<file path="src/rtl/data_reg_queue.sv">
// rtl/data_reg_queue.sv - DEPTH-entry first-word-fall-through register queue with valid/ready handshakes
//
// Purpose: absorbs short rate mismatches between a sample producer and the
// downstream datapath. The head word is presented combinationally from
// storage (FWFT). A word pushed into an empty queue is visible after the
// push edge. There is no same-cycle bypass from input to output.
//
// Ports:
//   clk         system clock, all state on rising edge
//   rst         asynchronous active-high reset
//   flush       synchronous clear of pointers/occupancy (overrides push/pop)
//   in_data     write data
//   in_valid    producer has a word
//   in_ready    queue can accept a word (count != DEPTH)
//   out_data    head-of-queue word
//   out_valid   out_data is valid (count != 0)
//   out_ready   consumer takes the head word
//   count       current occupancy
//   almost_full count >= AFULL
//   max_count   highest occupancy since reset (flush does not clear it)

module data_reg_queue #(
    parameter int WIDTH = 14,
    parameter int DEPTH = 4,
    parameter int AFULL = 3,
    localparam int CW   = $clog2(DEPTH + 1)
) (
    input  logic             clk,
    input  logic             rst,
    input  logic             flush,
    input  logic [WIDTH-1:0] in_data,
    input  logic             in_valid,
    output logic             in_ready,
    output logic [WIDTH-1:0] out_data,
    output logic             out_valid,
    input  logic             out_ready,
    output logic [CW-1:0]    count,
    output logic             almost_full,
    output logic [CW-1:0]    max_count
);

    localparam int PW = (DEPTH > 1) ? $clog2(DEPTH) : 1;

    logic [WIDTH-1:0] mem [DEPTH];
    logic [PW-1:0]    wr_ptr;
    logic [PW-1:0]    rd_ptr;
    logic [CW-1:0]    count_nxt;
    logic             push;
    logic             pop;

    // DEPTH need not be a power of two, so wrap on an explicit compare.
    function automatic logic [PW-1:0] ptr_inc(input logic [PW-1:0] p);
        return (p == PW'(DEPTH - 1)) ? '0 : p + 1'b1;
    endfunction

    assign in_ready    = (count != CW'(DEPTH));
    assign out_valid   = (count != '0);
    assign almost_full = (count >= CW'(AFULL));
    assign out_data    = mem[rd_ptr];

    assign push = in_valid & in_ready;
    assign pop  = out_valid & out_ready;

    always_comb begin
        count_nxt = count;
        if (push && !pop) begin
            count_nxt = count + 1'b1;
        end else if (pop && !push) begin
            count_nxt = count - 1'b1;
        end
    end

    always_ff @(posedge clk or posedge rst) begin
        if (rst) begin
            for (int i = 0; i < DEPTH; i++) begin
                mem[i] <= '0;
            end
            wr_ptr    <= '0;
            rd_ptr    <= '0;
            count     <= '0;
            max_count <= '0;
        end else if (flush) begin
            // Storage is left as-is; out_valid=0 hides the stale words.
            wr_ptr <= '0;
            rd_ptr <= '0;
            count  <= '0;
        end else begin
            if (push) begin
                mem[wr_ptr] <= in_data;
                wr_ptr      <= ptr_inc(wr_ptr);
            end
            if (pop) begin
                rd_ptr <= ptr_inc(rd_ptr);
            end
            count <= count_nxt;
            // count_nxt never exceeds DEPTH, so the watermark saturates there.
            if (count_nxt > max_count) begin
                max_count <= count_nxt;
            end
        end
    end

endmodule

</file>
<file path="config.mk">
export PLATFORM = sky130hd
export DESIGN_NAME = data_reg_queue
export DESIGN_NICKNAME = d
export VERILOG_FILES = /design/src/rtl/data_reg_queue.sv
export SDC_FILE = /design/constraint.sdc
export NUM_CORES = 1
export LEC_CHECK = 0
export CAP_MARGIN = 30
export CORE_MARGIN = 4
export CORE_UTILIZATION = 45
export CTS_BUF_LIST = sky130_fd_sc_hd__clkbuf_4 sky130_fd_sc_hd__clkbuf_8
export CTS_CLUSTER_DIAMETER = 200
export DETAILED_ROUTE_END_ITERATION = 8
export MAX_ROUTING_LAYER = met4
export PLACE_DENSITY_LB_ADDON = 0.12
export SLEW_MARGIN = 10
export SYNTH_ARGS = -nofsm -noshare
export SYNTH_HDL_FRONTEND = slang
export SYNTH_SLANG_ARGS = --single-unit
</file>
<file path="constraint.sdc">
create_clock -name clk -period 3.8 [get_ports clk]
set_clock_uncertainty 0.15 [all_clocks]
set_input_delay 0.57 -clock clk [delete_from_list [all_inputs] [get_ports clk]]
set_output_delay 0.57 -clock clk [all_outputs]
set_load 0.05 [all_outputs]
</file>
==> results.toml <==
[run_status]
outcome = "complete, no violations"

[grt]
grt_max_degree = 27
track_usage = 0.158
grt_overflow = 0
grt_pass1_wl_um = 10200
antenna_found_initial = 0
grt_pass1_vias = 2026

[clock_tree]
cts_tree = "yes"
hold_buffers = 0
insertion_delay_ns = 0.33
cts.repair.resized = 0
cts_max_level = 3
cts_setup_buffers = 0
clock-root-buffer = "clkbuf_8"
cts.clk_slew.worst_paths_ns = 0.07
cts.sink_count = 66
cts_buffers = 9
clk_path_buf_depth = 2

[worst_hold_path]
hold_start = "mem[8]"
hold_path.class = "register to register"
holdPathStages = 1
holdPathEnd = "mem[8]"

[timing]
finalCritPeriodShare = 0.835
grt_setup_unrepaired = "no"
report.final.slew_viol_count = 0
worst_pin_slew_ns = 0.764
tns_ns = 0
slew_headroom = 0.491
setup-violations-final = 0
fmax_mhz = 315
fin_crit_ns = 3.17
final_hold_viol_count = 0

[layout]
fin_nets = 301
drive_gt1_frac = 0.360
fin_util = 0.569
synthToLayoutAreaGrowth_pct = 20.6
final_cells = 371
n_antenna_cell = 0

[floorplan]
dieArea_um2 = 8710
boundaryPins = 42
start_util = 0.472
core_um2 = 6940
rows = 30
die_h_um = 93.4
dieWidth_um = 93.4

[critical_path]
cp.arrival_ns = 2.45
crit_required_ns = 3.08
critPathKind = "register to output port"
r2r_start = "count[1]"
crit_path_end_kind = "output port"
r2r-end = "max_count[1]"
r2r_setup_slack_ns = 0.86
r2r_cells = 11
crit_fanout = 9
worstSetupStartpointType = "register"

[placed_design]
hpwl_um = 3980
port_buffers = 41
dpl.cell_count = 355
gp_congestion = 0.820

[synth]
yosysWarnings = 0
synth_cell_types = 30
async_flop_share = 1.00
yosysTopAreaCell = "dfrtp_1"
synth_nets = 256
synthCells = 225
ys_ff_latch = 66
yosys-top-cells-area = "dfrtp_1 50%, mux2_2 16%, mux4_2 9.6%"
synth_ff_type = "dfrtp_1"
yosysTopAreaCellShare = 0.504
synth.yosys.seq_area_share = 0.504
avgSynthCellArea_um2 = 14.6
synth_edf_count = 0
synth_area_um2 = 3280

[drt]
drt-total-wl_um = 6000
drt_iter0_drc = 36
viasPerCell = 5.09
vias = 1887
final_antenna_net_count = 0
post_drt_wl_per_cell_um = 16.2
drt_pre_antenna_iters = 4
drc_errors = 0

[pwr]
p_switching_mw = 1.34
combPwrFrac = 0.495
power_leakage_nw = 1.82
clockPowerShare = 0.171
p_total_mw = 3.42
internal_power_mw = 2.08
switching_share = 0.392
power-per-cell-area_nw_per_um2 = 865
ir_worst_vdd_mv = 0.428
seq_power_share = 0.334

[run]
maxCapViolCount = 0
## area by class of cell
| class | count | area, um2 |
|---|---|---|
| fillers | 586 | 2990 |
| flip-flops and latches | 66 | 1650 |
| multi-input cells | 140 | 1500 |
| repair buffers | 44 | 445 |
| clock buffers | 11 | 145 |
| well taps | 96 | 120 |
| clock inverters | 5 | 53.8 |
| inverters | 9 | 33.8 |
## cell usage in the layout, fill, tap and decap left out, types with 5 or more instances in the layout
| cell | count |
|---|---|
| mux2_2 | 47 |
| nand2_1 | 8 |
| clkbuf_8 | 10 |
| nand2_4 | 5 |
| inv_1 | 8 |
| nor2_1 | 6 |
| mux2_4 | 11 |
| a21oi_1 | 9 |
| dfrtp_1 | 66 |
| ha_1 | 12 |
| mux4_2 | 14 |
| clkdlybuf4s50_1 | 41 |
## layer usage
layer | part of all wire | track usage | wire (um)
met5 | 0 | - | 0
met2 | 0.47 | 0.244 | 2820
met4 | 0.0093 | 0.0586 | 56
met1 | 0.48 | 0.206 | 2870
met3 | 0.041 | 0.0330 | 244
## sequential cells by signal (all words and copies together), names as in the netlist
| signal | count |
|---|---|
| wr_ptr | 2 |
| mem | 56 |
| count | 3 |
| rd_ptr | 2 |
| max_count | 3 |
## cells in the mapped netlist, types with 2 or more instances
cell / number
nand2_4: 5
nand3_1: 3
nand2b_1: 3
buf_6: 5
dfrtp_1: 66
mux2_2: 47
buf_2: 4
mux2_4: 11
ha_1: 12
mux4_2: 14
nor2_1: 6
o21ai_0: 3
o21ai_1: 2
o22ai_1: 2
nor3_1: 2
inv_1: 9
a21oi_1: 9
nor2b_1: 3
nand2_1: 8
## critical path, stage by stage, from the launching register on
cell and delay [ns]:
dfrtp_1 0.68, buf_12 0.22, mux4_2 0.51, clkdlybuf4s50_1 0.72
## how the worst max path moves through the flow
stage	from	end	slack (ns)	cells after the start
CTS	rd_ptr[0]	out_data[13]	0.59	3
global placement	in_valid	max_count[1]	0.50	10
detailed placement	in_valid	max_count[1]	0.44	10
finish	rd_ptr[0]	out_data[13]	0.63	3
floorplan	count[1]	max_count[1]	0.39	11
global route	rd_ptr[0]	out_data[12]	0.49	3
## power by group through the flow
stage | combinational (mW) | sequential [mW] | clock, mW
after floorplan | 1.21 | 1.19 | 0
after global placement | 1.69 | 1.15 | 0
after detailed placement | 1.70 | 1.16 | 0
after CTS | 1.71 | 1.15 | 0.603
after global routing | 1.81 | 1.18 | 0.632
final | 1.69 | 1.14 | 0.585
## kinds of logic (layout without fill, tap and decap cells)
family,after synthesis,count (layout),synth area share
AND/OR/NAND/NOR,34,34,0.0649
adder cells (fa/ha/maj),12,12,0.0458
XOR/XNOR,1,1,0.00267
flip-flops,66,66,0.504
buffers and inverters,19,69,0.0378
AO/OA/AOI/OAI,20,20,0.0340
multiplexers,73,73,0.311
## per-stage QoR
step / hold WS, ns / cell area, um2 / worst slack, ns
floorplan: 0.324 / 3280 / 0.389
global placement: 0.332 / 3750 / 0.497
detailed placement: 0.340 / 3750 / 0.442
CTS: 0.356 / 3950 / 0.589
global route: 0.362 / 3950 / 0.494
finish: 0.352 / 3950 / 0.626
Note: power is estimated with default switching activity, not from simulation.
==> RTL edit (same flow settings) <==
Put one more register stage on the output `count`. The value now appears one clock later. The other outputs are not delayed to match.
--- a/src/rtl/data_reg_queue.sv
+++ b/src/rtl/data_reg_queue.sv
@@ -41,6 +41,8 @@
 
     localparam int PW = (DEPTH > 1) ? $clog2(DEPTH) : 1;
 
+    logic [CW-1:0] count_s0;
+
     logic [WIDTH-1:0] mem [DEPTH];
     logic [PW-1:0]    wr_ptr;
     logic [PW-1:0]    rd_ptr;
@@ -53,20 +55,20 @@
         return (p == PW'(DEPTH - 1)) ? '0 : p + 1'b1;
     endfunction
 
-    assign in_ready    = (count != CW'(DEPTH));
-    assign out_valid   = (count != '0);
-    assign almost_full = (count >= CW'(AFULL));
+    assign in_ready    = (count_s0 != CW'(DEPTH));
+    assign out_valid   = (count_s0 != '0);
+    assign almost_full = (count_s0 >= CW'(AFULL));
     assign out_data    = mem[rd_ptr];
 
     assign push = in_valid & in_ready;
     assign pop  = out_valid & out_ready;
 
     always_comb begin
-        count_nxt = count;
+        count_nxt = count_s0;
         if (push && !pop) begin
-            count_nxt = count + 1'b1;
+            count_nxt = count_s0 + 1'b1;
         end else if (pop && !push) begin
-            count_nxt = count - 1'b1;
+            count_nxt = count_s0 - 1'b1;
         end
     end
 
@@ -77,13 +79,13 @@
             end
             wr_ptr    <= '0;
             rd_ptr    <= '0;
-            count     <= '0;
+            count_s0  <= '0;
             max_count <= '0;
         end else if (flush) begin
             // Storage is left as-is; out_valid=0 hides the stale words.
             wr_ptr <= '0;
             rd_ptr <= '0;
-            count  <= '0;
+            count_s0 <= '0;
         end else begin
             if (push) begin
                 mem[wr_ptr] <= in_data;
@@ -92,7 +94,7 @@
             if (pop) begin
                 rd_ptr <= ptr_inc(rd_ptr);
             end
-            count <= count_nxt;
+            count_s0 <= count_nxt;
             // count_nxt never exceeds DEPTH, so the watermark saturates there.
             if (count_nxt > max_count) begin
                 max_count <= count_nxt;
@@ -100,5 +102,9 @@
         end
     end
 
+    always_ff @(posedge clk) begin
+        count <= count_s0;
+    end
+
 endmodule
 
Function: changed (a bounded check fails within 4 cycles, from zero or initial values and one cycle with rst high).
==> RTL edit against the original RTL <==
Power up 5.7%; setup slack gained 0.086 ns; final area is 3.1% higher; sequential cell count up 3; count of clock-buffer cells in the layout fell by 1; routed wire length rose by 4.1%; die area is 1.8% higher; global-route usage up 0.39 points; critical endpoint is now out_data[7]; cell count increased by 1.9%; non-clock buffer count rose by 1; synthesized area grew 2.0%.
==> RTL edit: results (changes against the original RTL) <==
stage	metric	value	unit	change
final_layout	buffering overhead	10.8	%	-0.47 points
logic_synthesis	syn_area_per_cell	14.7	sq um	+0.64%
logic_synthesis	adder-cell area share of the yosys netlist	4.49	%	-0.089 points
final_layout	Clock buf/inv share	6.05	%	+1.0 points
logic_synthesis	Compound-Gate Fraction of Synth Area	3.48	%	+0.084 points
logic_synthesis	register area share after synthesis	51.2	%	+0.82 points
logic_synthesis	mux contribution to synthesized area	30.7	%	-0.38 points
worst_setup_path	crit-path leading delay family	flip-flops		
worst_hold_path	hold path start	count_s0[0]$_DFF_PP0_		
pwr	P_leak	1.87	nW	+3.1%
logic_synthesis	post-synthesis xor/xnor area fraction	0.262	%	-0.0052 points
worst_setup_path	Crit-path slowest cell	dfrtp_1		
logic_synthesis	synth top area cells	dfrtp_1 49%, mux2_2 15%, mux4_2 9.4%		
worst_setup_path	launch point of the worst path	rd_ptr[1]$_DFFE_PP0P_		
run_status	status	complete, no violations		
worst_setup_path	max incr delay on CP	0.87	ns	+0.15 ns
logic_synthesis	Mapped Nets	259		+1.2%
final_layout	fill count	612		+4.4%
final_layout	FF+latch count	69		+4.5%
sta	Worst-Margin Slew	0.801	ns	+0.0372 ns
pwr	Sw Pwr	1.37	mW	+1.9%
final_layout	Nets	305		+1.3%
routing	via count	1952		+3.4%
worst_setup_path	flop2flop setup slack	0.78	ns	-0.08 ns
placed_design	Placement Setup Slack	0.476	ns	+0.0339 ns
sta	fmax	0.324	GHz	+2.8%
placed_design	RD Place Congestion	0.724		-12%
routing	total wire length	6240	um	+4.1%
pwr	clk pwr	0.733	mW	+25%
routing	DR WL/cell	16.5	um	+2.2%
grt	global-route wire length before repair	10500	um	+2.6%
grt	GRT Total Usage	16.2	%	+0.39 points
logic_synthesis	ys async rst share	95.7	%	-4.3 points
final_layout	footprint of the multi-input gates	1520	sq um	+1.2%
==> RTL edit: path summary, 6_finish.rpt <==
| path | cells past startpoint | end |
|---|---|---|
| setup / recovery | 2 | out_data[7] |
| hold / removal | 0 | count[0]$_DFF_P_ |
| setup reg to reg | 11 | max_count[2]$_DFFE_PP0P_ |
| hold reg to reg | 0 | count[0]$_DFF_P_ |
| max in group asynchronous | 3 | count_s0[2]$_DFF_PP0_ |
| min in group asynchronous | 2 | mem[55]$_DFFE_PP0P_ |
==> RTL edit: cells by family (layout without fill, tap and decap cells) <==
logic type | Yosys count | count (layout)
buf+inv | 19 | 70
flops | 69 | 69
xor+xnor | 1 | 1
simple gates | 34 | 34
fa+ha+maj | 12 | 12
compound gates | 20 | 20
mux | 73 | 73
==> RTL edit: routing by layer <==
layer / wire (um) / track usage, % / vias up
li1: - / - / 916
met1: 2970 / 21.8 / 995
met4: 93 / 5.42 / 0
met5: 0 / - / -
met3: 260 / 4.09 / 9
met2: 2910 / 24.1 / 32
